**config.mk**
```make
export PLATFORM = sky130hd
export DESIGN_NAME = seq_det_ctrl
export DESIGN_NICKNAME = d
export VERILOG_FILES = /design/src/rtl/seq_det_ctrl.sv
export SDC_FILE = /design/constraint.sdc
export NUM_CORES = 1
export LEC_CHECK = 0
export CELL_PAD_IN_SITES_DETAIL_PLACEMENT = 0
export CELL_PAD_IN_SITES_GLOBAL_PLACEMENT = 1
export CORE_MARGIN = 10
export CORE_UTILIZATION = 25
export CTS_CLUSTER_SIZE = 12
export DETAILED_ROUTE_END_ITERATION = 6
export PLACE_DENSITY = 0.52
export SLEW_MARGIN = 40
export SYNTH_ARGS = -nofsm -noshare
export SYNTH_HDL_FRONTEND = slang
export SYNTH_SLANG_ARGS = --single-unit
```
**constraint.sdc**
```tcl
create_clock -name clk -period 2.86 [get_ports clk]
set_clock_uncertainty 0.15 [all_clocks]
set_input_delay 0.429 -clock clk [delete_from_list [all_inputs] [get_ports clk]]
set_output_delay 0.429 -clock clk [all_outputs]
set_load 0.03 [all_outputs]
```
**src/rtl/seq_det_ctrl.sv**
```systemverilog
// -----------------------------------------------------------------------------
// seq_det_ctrl
//
// Run-time programmable Moore serial-sequence detector with a small run
// controller. The host loads a shadow configuration (pattern, length,
// overlap mode, match target) and pulses start. The block then samples the
// serial stream x on every x_valid cycle, raises z for one cycle after each
// match and counts matches until the target is reached (or forever when the
// target is 0). abort returns the block to IDLE from any state.
//
// Ports
//   clk          clock, rising edge
//   rst          asynchronous reset, active low
//   cfg_we       load shadow config (only in IDLE or DONE)
//   cfg_pattern  pattern, bit [cfg_len-1] is the first bit received
//   cfg_len      pattern length, legal 1..PAT_W
//   cfg_overlap  1 = overlapping matches, 0 = matched bits are consumed
//   cfg_target   matches that end a run, 0 = run until abort
//   start        single-cycle run request (IDLE or DONE)
//   abort        go to IDLE next cycle, wins over start
//   x, x_valid   serial data bit and its qualifier
//   z            registered match flag, one cycle per match
//   match_cnt    matches in the current run (saturating)
//   busy         high in ARM or RUN
//   done         high in DONE
//   cfg_err      sticky flag for an illegal cfg_len write
//   dbg_state    current controller state (0 idle, 1 arm, 2 run, 3 done)
//
// Handshake: there is no backpressure. A bit is consumed on every rising edge
// where the block is in RUN and x_valid=1; x is ignored otherwise.
// -----------------------------------------------------------------------------
module seq_det_ctrl #(
   parameter int PAT_W = 8,
   parameter int LEN_W = 4,
   parameter int CNT_W = 8
) (
   input  logic             clk,
   input  logic             rst,
   input  logic             cfg_we,
   input  logic [PAT_W-1:0] cfg_pattern,
   input  logic [LEN_W-1:0] cfg_len,
   input  logic             cfg_overlap,
   input  logic [CNT_W-1:0] cfg_target,
   input  logic             start,
   input  logic             abort,
   input  logic             x,
   input  logic             x_valid,
   output logic             z,
   output logic [CNT_W-1:0] match_cnt,
   output logic             busy,
   output logic             done,
   output logic             cfg_err,
   output logic [1:0]       dbg_state
);

   typedef enum logic [1:0] {
      st_idle = 2'd0,
      st_arm  = 2'd1,
      st_run  = 2'd2,
      st_done = 2'd3
   } state_t;

   localparam logic [LEN_W-1:0] LEN_MAX = LEN_W'(PAT_W);

   state_t state, state_next;

   // shadow configuration
   logic [PAT_W-1:0] sh_pattern;
   logic [LEN_W-1:0] sh_len;
   logic             sh_overlap;
   logic [CNT_W-1:0] sh_target;

   // detector datapath
   logic [PAT_W-1:0] hist;
   logic [LEN_W-1:0] fill;

   logic [PAT_W:0]   window;
   logic [PAT_W:0]   len_mask;
   logic             fill_ok;
   logic             hit;
   logic [CNT_W-1:0] cnt_inc;
   logic             terminal;
   logic             cfg_open;
   logic             len_legal;

   // ---------------------------------------------------------------------------
   // Next state and match decode
   // ---------------------------------------------------------------------------
   always_comb begin
      state_next = state;
      // the incoming bit joins the history so a match is seen on the edge
      // that samples the last pattern bit
      window     = {hist, x};
      len_mask   = '0;
      for (int i = 0; i <= PAT_W; i++) begin
         len_mask[i] = (i < int'(sh_len));
      end
      fill_ok  = (({1'b0, fill} + (LEN_W+1)'(1)) >= {1'b0, sh_len});
      hit      = (state == st_run) && x_valid && fill_ok &&
                 (((window ^ {1'b0, sh_pattern}) & len_mask) == '0);
      cnt_inc  = (match_cnt == '1) ? match_cnt : match_cnt + CNT_W'(1);
      terminal = hit && (sh_target != '0) && (cnt_inc == sh_target);

      case (state)
         st_idle: if (start)    state_next = st_arm;
         st_arm:                state_next = st_run;
         st_run:  if (terminal) state_next = st_done;
         st_done: if (start)    state_next = st_arm;
         default:               state_next = st_idle;
      endcase

      if (abort) state_next = st_idle;
   end

   always_ff @(posedge clk or negedge rst) begin
      if (!rst) state <= st_idle;
      else      state <= state_next;
   end

   // ---------------------------------------------------------------------------
   // Shadow configuration
   // ---------------------------------------------------------------------------
   assign cfg_open  = (state == st_idle) || (state == st_done);
   assign len_legal = (cfg_len != '0) && (cfg_len <= LEN_MAX);

   always_ff @(posedge clk or negedge rst) begin
      if (!rst) begin
         sh_pattern <= '0;
         sh_len     <= LEN_W'(1);
         sh_overlap <= 1'b1;
         sh_target  <= '0;
         cfg_err    <= 1'b0;
      end else if (cfg_we && cfg_open) begin
         if (len_legal) begin
            sh_pattern <= cfg_pattern;
            sh_len     <= cfg_len;
            sh_overlap <= cfg_overlap;
            sh_target  <= cfg_target;
            cfg_err    <= 1'b0;
         end else begin
            cfg_err    <= 1'b1;
         end
      end
   end

   // ---------------------------------------------------------------------------
   // Detector datapath
   // ---------------------------------------------------------------------------
   always_ff @(posedge clk or negedge rst) begin
      if (!rst) begin
         hist      <= '0;
         fill      <= '0;
         match_cnt <= '0;
         z         <= 1'b0;
      end else if (abort) begin
         // count is held so the host can read the partial result
         z <= 1'b0;
      end else begin
         case (state)
            st_arm: begin
               hist      <= '0;
               fill      <= '0;
               match_cnt <= '0;
               z         <= 1'b0;
            end
            st_run: begin
               if (x_valid) begin
                  hist <= window[PAT_W-1:0];
                  z    <= hit;
                  if (hit) match_cnt <= cnt_inc;
                  // non-overlap mode forgets every bit that took part in the match
                  if (hit && !sh_overlap)  fill <= '0;
                  else if (fill != LEN_MAX) fill <= fill + LEN_W'(1);
               end else begin
                  z <= 1'b0;
               end
            end
            default: z <= 1'b0;
         endcase
      end
   end

   assign busy      = (state == st_arm) || (state == st_run);
   assign done      = (state == st_done);
   assign dbg_state = state;

endmodule

```
Word-level counts from Yosys, hierarchy flattened
Index checks and enable logic that the tools add are counted.
{"block": "word_totals", "reg_bits": 45, "inputBits": 28, "out_inout_bits": 14}
{"block": "op_classes", "n_addsub": 3, "order_cmp": 11, "eq_ne": 11, "n_mux": 18, "n_bitwise": 3, "n_reduce_logical": 22}
{"cell": "$mux 8", "n": 4}
{"cell": "$pmux 8 s2", "n": 2}
{"cell": "$lt 3x4->1 const A", "n": 4}
{"cell": "$mux 4", "n": 3}
{"cell": "$and 9x9->9", "n": 1}
{"cell": "$logic_not 9->1", "n": 1}
{"cell": "$xor 9x8->9", "n": 1}
{"cell": "$add 8x1->8 const B", "n": 1}
{"cell": "$eq 8x8->1", "n": 1}
{"cell": "$eq 8x8->1 const B", "n": 1}
{"cell": "$logic_and 1x1->1", "n": 8}
{"cell": "$lt 1x4->1 const A", "n": 2}
{"cell": "$lt 2x4->1 const A", "n": 2}
{"cell": "$pmux 4 s2", "n": 1}
{"cell": "$reduce_and 4->1", "n": 2}
{"cell": "$reduce_bool 8->1", "n": 1}
{"cell": "$mux 2", "n": 3}
{"cell": "$ne 3x1->1 const B", "n": 2}
{"cell": "$pmux 2 s3", "n": 1}
{"cell": "$add 4x1->5 const B", "n": 1}
{"cell": "$ge 5x4->1", "n": 1}
{"cell": "$add 4x1->4 const B", "n": 1}
{"cell": "$eq 2x2->1 const B", "n": 2}
{"cell": "$le 4x4->1 const B", "n": 1}
{"cell": "15 further kinds", "n": 21}

Logic depth before layout (Yosys ltp)
Gate-level depths: netlist (run 1).
{"block": "logic_depth", "ltp_word": 9, "mapped_depth": 11, "ltp_nobuf": 10}

Worst setup path after synthesis (run 1)
Ideal clock, no wire load.
{"block": "synth_path", "kind": "reg-to-reg", "start": "register match_cnt[0]", "end": "register state[0], in the netlist dbg_state[0]", "setup_ns": 0.125, "arrival_time_ns": 2.426, "path_slack_ns": 0.159, "path_stages_with_launch": 9, "synth_period_minus_slack_ns": 2.701, "cell_sequence": "dfrtp_1 > ha_1 > nand3_1 > or3_1 > a32oi_1 > o2bb2ai_1 > a2111oi_2 > a41oi_2 > mux2_4"}
{"block": "synth_between", "elab_chain_len": 6, "word_cells_on_any_way": 7}
{"element": "start, declared", "line_no": "49", "source": "output logic [CNT_W-1:0] match_cnt,"}
{"element": "start signal, assigned", "line_no": "170", "source": "if (hit) match_cnt <= cnt_inc;"}
{"element": "$add 8x1->8 / $eq 8x8->1 (equally long branches)", "line_no": "101", "source": "cnt_inc = (match_cnt == '1) ? match_cnt : match_cnt + CNT_W'(1);"}
{"element": "$mux 8 *", "line_no": "101"}
{"element": "$eq 8x8->1 *", "line_no": "102", "source": "terminal = hit && (sh_target != '0) && (cnt_inc == sh_target);"}
{"element": "$logic_and 1x1->1 *", "line_no": "102"}
{"element": "$ne 3x3->1 (no line) *"}
{"element": "$reduce_and 2->1 (no line) *"}
{"element": "end signal, assigned", "line_no": "116", "source": "if (!rst) state <= st_idle;"}
{"element": "end signal, assigned", "line_no": "117", "source": "else state <= state_next;"}
{"element": "end, declared", "line_no": "65", "source": "state_t state, state_next;"}
Every way passes the cells marked *; elsewhere a longest branch is shown, timed or not.
A chain may end at the register's enable or synchronous reset.

Final worst setup path (run 1)
{"block": "layout_path", "start": "register match_cnt[1]", "end": "register state[0], in the netlist dbg_state[0]"}
Same word-level chain as after synthesis.

==> results.json, run 1 <==
{
  "run_status": "finished clean",
  "finalWorstPathRequiredPeriod_ns": 2.68,
  "setup_ws_ns": 0.177,
  "average_cell_area_after_synthesis_um2": 9.65,
  "netlist_instances": 280,
  "ioPinCount": 42,
  "p_leak_nw": 1.32,
  "antenna_violations_before_repair": 0,
  "finish.net_count": 367,
  "grt_first_pass_wirelength_um": 12100,
  "timing.setup.tns_ns": 0,
  "clock_tree_from_tritoncts": "built",
  "critical_path.cell_chain": "ha_1 > nand3_1 > or3_1 > a32oi_1 > o2bb2ai_1 > a2111oi_2 > buf_4 > a41oi_2 > mux2_4",
  "starting_utilization_of_the_core_area": 0.259,
  "detail_route.drc_violations": 0,
  "hp-class": "in2async",
  "hold_viol_final": 0,
  "power_per_cell_area_nw_per_um2": 805,
  "track_usage": 0.100,
  "maximum_number_of_pins_on_one_net_before_global_route_repair": 46,
  "cap_viol_max_count": 0,
  "crit_path_end_kind": "register",
  "cts.clk_slew.worst_paths_ns": 0.09,
  "post_cts_hold_buffer_count": 0,
  "yosys_register_bits": 45,
  "pre_cts_slack_ns": 0.111,
  "final.fill_count": 1078,
  "first_global_vias": 2348,
  "number_of_sinks_handled_by_clock_tree_synthesis": 45,
  "fmax_ghz": 0.373,
  "drt-total-wl_um": 7390,
  "chipWidth_um": 124,
  "cts.root.buffer_cell": "sky130_fd_sc_hd__clkbuf_8",
  "fraction_of_synthesis_flops_using_an_asynchronous_set_or_reset_pin": 1.00,
  "gpl.final_weighted_congestion": 0.818,
  "report.final.setup_viol": 0,
  "detailed_place_hpwl_um": 5590,
  "core.rowCount": 37,
  "grt_setup_unrepaired": "false",
  "crit_path_slowest_cell": "sky130_fd_sc_hd__dfrtp_1",
  "drt_pre_antenna_iters": 4,
  "ys.flop_type": "sky130_fd_sc_hd__dfrtp_1",
  "worst_ir_drop_vdd_v": 0.000327,
  "htreeDepth": 2,
  "worstMarginPinSlew_ns": 0.582,
  "die_y_um": 124,
  "grt_overflow": 0,
  "maximum_count_of_clock_buffers_along_a_single_path": 2,
  "io_port_bufs": 41,
  "die_area_um2": 15400,
  "vias_post_dr": 2204,
  "synth_area_um2": 2700,
  "critical_path_arrival_ns": 2.74,
  "placedCellCount": 456,
  "clk_latency_ns": 0.32,
  "final-max-slew-violation-count": 0,
  "cp_max_fo": 6,
  "critPathMaxStageDelay_ns": 0.45,
  "synth.net_count": 319,
  "ys_seq_area_frac": 0.418,
  "worstPathRequired_ns": 2.92,
  "share_of_layout_cells_above_drive_strength_1": 0.158,
  "drt_iter0_markers": 99,
  "diodes_inserted": 0,
  "final_min_period_over_clock_period": 0.938,
  "synthesis.yosys.warnings": 0,
  "core-area_um2": 10400,
  "nature_of_the_critical_path_startpoint": "register",
  "slew_limit_headroom": 0.612,
  "stdcell_count": 465,
  "flow.area_growth_from_synthesis_pct": 26.2,
  "netlist-cell-type-count": 56,
  "post-route-util": 0.327,
  "final_antenna_net_count": 0,
  "routed_via_density": 4.74,
  "path_class": "reg2reg",
  "wl_per_cell_um": 15.9,
  "synth-edff-count": 0,
  "cts_made_buffers": 5,
  "timing.hold.ws_ns": 0.0403
}
[state kept, by name, summed over array words and instances (netlist names)]
register and flops:
sh_target 8, sh_overlap 1, sh_pattern 8, dbg_state 2, match_cnt 8, cfg_err 1
z 1, fill 4, hist 8, sh_len 4
[power breakdown]
part | total, mW | leakage, nW | internal, mW | switching, mW
clock | 0.419 | 0.0374 | 0.173 | 0.246
combinational | 1.24 | 0.710 | 0.580 | 0.657
sequential | 1.09 | 0.574 | 0.848 | 0.241
[layer usage]
layer / global-route usage / up-vias / wire length, µm / part of all wire
met5: 0 / - / 0 / 0
met4: 0.0317 / 0 / 89 / 0.012
met3: 0.0226 / 8 / 283 / 0.038
met2: 0.178 / 32 / 3870 / 0.52
met1: 0.117 / 1062 / 3150 / 0.43
li1: - / 1102 / - / -
[critical path, delay by kind of cell (launching register included)]
| kind | cells | cell delay, ns |
|---|---|---|
| DFF | 1 | 0.45 |
| and+or+nand+nor | 2 | 0.52 |
| AOI/OAI and AO/OA | 4 | 0.73 |
| adders and majority gates | 1 | 0.20 |
| buffers and inverters | 1 | 0.20 |
| muxes | 1 | 0.32 |
[cell usage in the layout, fill, tap and decap left out, types with 2 or more instances in the layout]
cell type	count
sky130_fd_sc_hd__mux2i_1	2
sky130_fd_sc_hd__o21ai_1	3
sky130_fd_sc_hd__nand3_1	6
sky130_fd_sc_hd__nor4_1	2
sky130_fd_sc_hd__nor2_1	11
sky130_fd_sc_hd__nor3b_1	2
sky130_fd_sc_hd__o22ai_1	2
sky130_fd_sc_hd__a31oi_1	5
sky130_fd_sc_hd__a41oi_1	2
sky130_fd_sc_hd__a21oi_1	17
sky130_fd_sc_hd__o21ai_0	21
sky130_fd_sc_hd__dfstp_2	2
sky130_fd_sc_hd__dfrtp_1	43
sky130_fd_sc_hd__buf_4	13
sky130_fd_sc_hd__nor2b_1	3
sky130_fd_sc_hd__nor4_4	2
sky130_fd_sc_hd__mux2_2	18
sky130_fd_sc_hd__clkdlybuf4s50_1	40
sky130_fd_sc_hd__ha_1	11
sky130_fd_sc_hd__nand2b_1	5
sky130_fd_sc_hd__o32ai_1	2
sky130_fd_sc_hd__and3_1	4
sky130_fd_sc_hd__xor2_1	2
sky130_fd_sc_hd__nand4_1	3
sky130_fd_sc_hd__or3_1	2
sky130_fd_sc_hd__xnor2_1	14
sky130_fd_sc_hd__inv_1	14
sky130_fd_sc_hd__clkbuf_8	5
sky130_fd_sc_hd__nand2_1	37
sky130_fd_sc_hd__nor3_1	6
sky130_fd_sc_hd__clkinvlp_4	2
sky130_fd_sc_hd__a211oi_1	2
[timing repair]
item,in CTS,in global routing
resized for setup,0,2
endpoints found under the setup margin,0,3
buffers inserted,0,1
[logic make-up (layout without fill, tap and decap cells)]
family	Yosys count	count (layout)	synth area share
simple gates	90	90	0.183
compound gates	70	70	0.169
flops	45	45	0.418
buf+inv	27	76	0.0398
mux	21	21	0.0880
xor+xnor	16	16	0.0519
fa+ha+maj	11	11	0.0509
[final timing paths]
kind                              start           end  slack [ns]  depth (start not counted)
max reg2reg                match_cnt[1]  dbg_state[0]        0.18                          9
min                                 rst  sh_target[5]        0.04                          2
max                        match_cnt[1]  dbg_state[0]        0.18                          9
min in group clk                cfg_err       cfg_err        0.35                          2
min reg2reg                     cfg_err       cfg_err        0.35                          2
max in group asynchronous           rst       fill[2]        2.13                          2
[area by class of cell]
class | count | area, µm² | share of cell area
Clock buffer | 6 | 72.6 | 0.0213
Inverter | 14 | 52.6 | 0.0154
Multi-Input combinational cell | 208 | 1470 | 0.430
Clock inverter | 2 | 15.0 | 0.00440
Tap cell | 136 | 170 | 0.0499
Timing Repair Buffer | 54 | 503 | 0.148
Sequential cell | 45 | 1130 | 0.331
[metrics by stage]
step	power (mW)	area, µm²
after global routing	2.97	3410
final	2.74	3410
after detailed placement	2.35	3310
after floorplan	1.92	2700
after global placement	2.36	3310
after CTS	2.78	3400
[cell usage after synthesis, types with 4 or more instances]
cell / count / area share
sky130_fd_sc_hd__buf_2: 4 / 0.0074
sky130_fd_sc_hd__inv_1: 14 / 0.019
sky130_fd_sc_hd__xnor2_1: 14 / 0.045
sky130_fd_sc_hd__o21ai_0: 22 / 0.041
sky130_fd_sc_hd__nor2_1: 11 / 0.015
sky130_fd_sc_hd__dfrtp_1: 43 / 0.40
sky130_fd_sc_hd__clkbuf_1: 7 / 0.0097
sky130_fd_sc_hd__and3_1: 4 / 0.0093
sky130_fd_sc_hd__nand2b_1: 5 / 0.012
sky130_fd_sc_hd__nand2_1: 37 / 0.051
sky130_fd_sc_hd__a21oi_1: 17 / 0.031
sky130_fd_sc_hd__ha_1: 11 / 0.051
sky130_fd_sc_hd__a31oi_1: 5 / 0.012
sky130_fd_sc_hd__nand3_1: 6 / 0.011
sky130_fd_sc_hd__nor3_1: 6 / 0.011
sky130_fd_sc_hd__mux2_2: 18 / 0.075
No activity file was read; power rests on OpenSTA's default activity.
==> inputs of run 2 (changes only) <==
Settings changed: SLEW_MARGIN 40 to 10.
Clock period 2.86 ns to 3.3 ns, I/O delays scaled along.
==> run 2 against run 1 <==
- fmax fell by 7.6%
- die area did not move
- power down 14%
- largest power group unchanged
==> results.json, run 2 (synthesized netlist as in run 1, its figures left out) <==
{
  "crit_path_slowest_cell": "sky130_fd_sc_hd__dfrtp_1",
  "antenna_violations_before_repair": 0,
  "area_post_placement_um2": 3270,
  "worstMarginPinSlew_ns": 1.03,
  "starting_utilization_of_the_core_area": 0.259,
  "post_cts_hold_buffer_count": 0,
  "mostFrequentLayoutCell": "sky130_fd_sc_hd__dfrtp_1",
  "grt_overflow": 0,
  "die_y_um": 124,
  "power_per_cell_area_nw_per_um2": 705,
  "cts.clk_slew.worst_paths_ns": 0.09,
  "hp-class": "in2async",
  "core.rowCount": 37,
  "cp_max_fo": 8,
  "layout_common_cells": "43 x sky130_fd_sc_hd__dfrtp_1, 40 x sky130_fd_sc_hd__clkdlybuf4s50_1, 37 x sky130_fd_sc_hd__nand2_1",
  "final-max-slew-violation-count": 0,
  "htreeDepth": 2,
  "maximum_count_of_clock_buffers_along_a_single_path": 2,
  "critPathMaxStageDelay_ns": 0.47,
  "nature_of_the_critical_path_startpoint": "register",
  "grt_first_pass_wirelength_um": 12200,
  "finalWorstPathRequiredPeriod_ns": 2.90,
  "crit_path_end_kind": "register",
  "first_global_vias": 2338,
  "drt_iter0_markers": 92,
  "wl_per_cell_um": 16.0,
  "final_antenna_net_count": 0,
  "drt-total-wl_um": 7320,
  "final.fill_count": 1097,
  "gpl.final_weighted_congestion": 0.783,
  "hold_viol_final": 0,
  "setup_ws_ns": 0.395,
  "cts.root.buffer_cell": "sky130_fd_sc_hd__clkbuf_8",
  "vias_post_dr": 2207,
  "drt_pre_antenna_iters": 4,
  "finalInstanceArea_um2": 3360,
  "routed_via_density": 4.82,
  "track_usage": 0.100,
  "share_of_layout_cells_above_drive_strength_1": 0.143,
  "grt_setup_unrepaired": "false",
  "number_of_sinks_handled_by_clock_tree_synthesis": 45,
  "timing.hold.ws_ns": 0.214,
  "clk_latency_ns": 0.31,
  "post-cts-setup-buffers": 0,
  "ioPinCount": 42,
  "final-seq-area_um2": 1130,
  "flow.area_growth_from_synthesis_pct": 24.4,
  "cap_viol_max_count": 0,
  "critical_path.top_delay_family": "compound AO/OA/AOI/OAI gates",
  "critical_path_arrival_ns": 2.95,
  "die_area_um2": 15400,
  "core-area_um2": 10400,
  "maximum_number_of_pins_on_one_net_before_global_route_repair": 46,
  "io_port_bufs": 41,
  "post_cts_resized": 0,
  "diodes_inserted": 0,
  "combined_buffer_and_inverter_count_along_the_critical_path": 0,
  "multi_input_logic_area_um2": 1470,
  "worstPathRequired_ns": 3.35,
  "run_status": "finished clean",
  "slew_limit_headroom": 0.314,
  "worst_ir_drop_vdd_v": 0.000231,
  "path_class": "reg2reg",
  "report.final.setup_viol": 0,
  "p_leak_nw": 1.30,
  "finish.net_count": 360,
  "detailed_place_hpwl_um": 5540,
  "pre_cts_slack_ns": 0.381,
  "post-route-util": 0.323,
  "final_min_period_over_clock_period": 0.880,
  "cts_made_buffers": 5,
  "detail_route.drc_violations": 0,
  "clock_tree_from_tritoncts": "built",
  "chipWidth_um": 124,
  "critical_path.cell_chain": "ha_1 > nand3_1 > or3_1 > a32oi_1 > o2bb2ai_1 > a2111oi_2 > a41oi_2 > mux2_4",
  "fmax_ghz": 0.344,
  "timing.setup.tns_ns": 0
}
==> run 2: final timing paths <==
check / start / to / slack [ns] / depth (start not counted)
worst max-delay path: match_cnt[0] / dbg_state[0] / 0.40 / 8
worst min-delay path: rst / sh_target[5] / 0.21 / 1
worst max register to register: match_cnt[0] / dbg_state[0] / 0.40 / 8
worst min register to register: hist[7] / hist[7] / 0.35 / 2
max in group asynchronous: rst / sh_pattern[3] / 2.16 / 1
min in group clk: hist[7] / hist[7] / 0.35 / 2
==> run 2: report_power, final <==
group	total (mW)	switching [mW]	leakage, nW	internal [mW]
Clock	0.373	0.218	0.0487	0.155
Sequential	0.949	0.215	0.574	0.734
Combinational	1.05	0.563	0.675	0.488
Total	2.37	0.996	1.30	1.38
==> run 2: stage by stage <==
stage	std cells	power (mW)
CTS	458	2.42
finish	458	2.37
global route	458	2.58
detailed placement	450	2.03
floorplan	280	1.66
global placement	450	2.03
==> run 2: area by class of cell <==
type,count,area share
repair buffers,47,0.134
well taps,136,0.0506
clock inverters,3,0.00781
inverters,14,0.0156
multi-input cells,208,0.436
flip-flops and latches,45,0.336
clock buffers,5,0.0205
==> run 2: routing by layer <==
metal	share of wire	GRT usage	vias to the layer above	wire length, µm
li1	-	-	1081	-
met1	0.44	0.120	1081	3240
met2	0.51	0.176	35	3720
met3	0.034	0.0204	10	251
met4	0.014	0.0295	0	103
met5	0	0	-	0
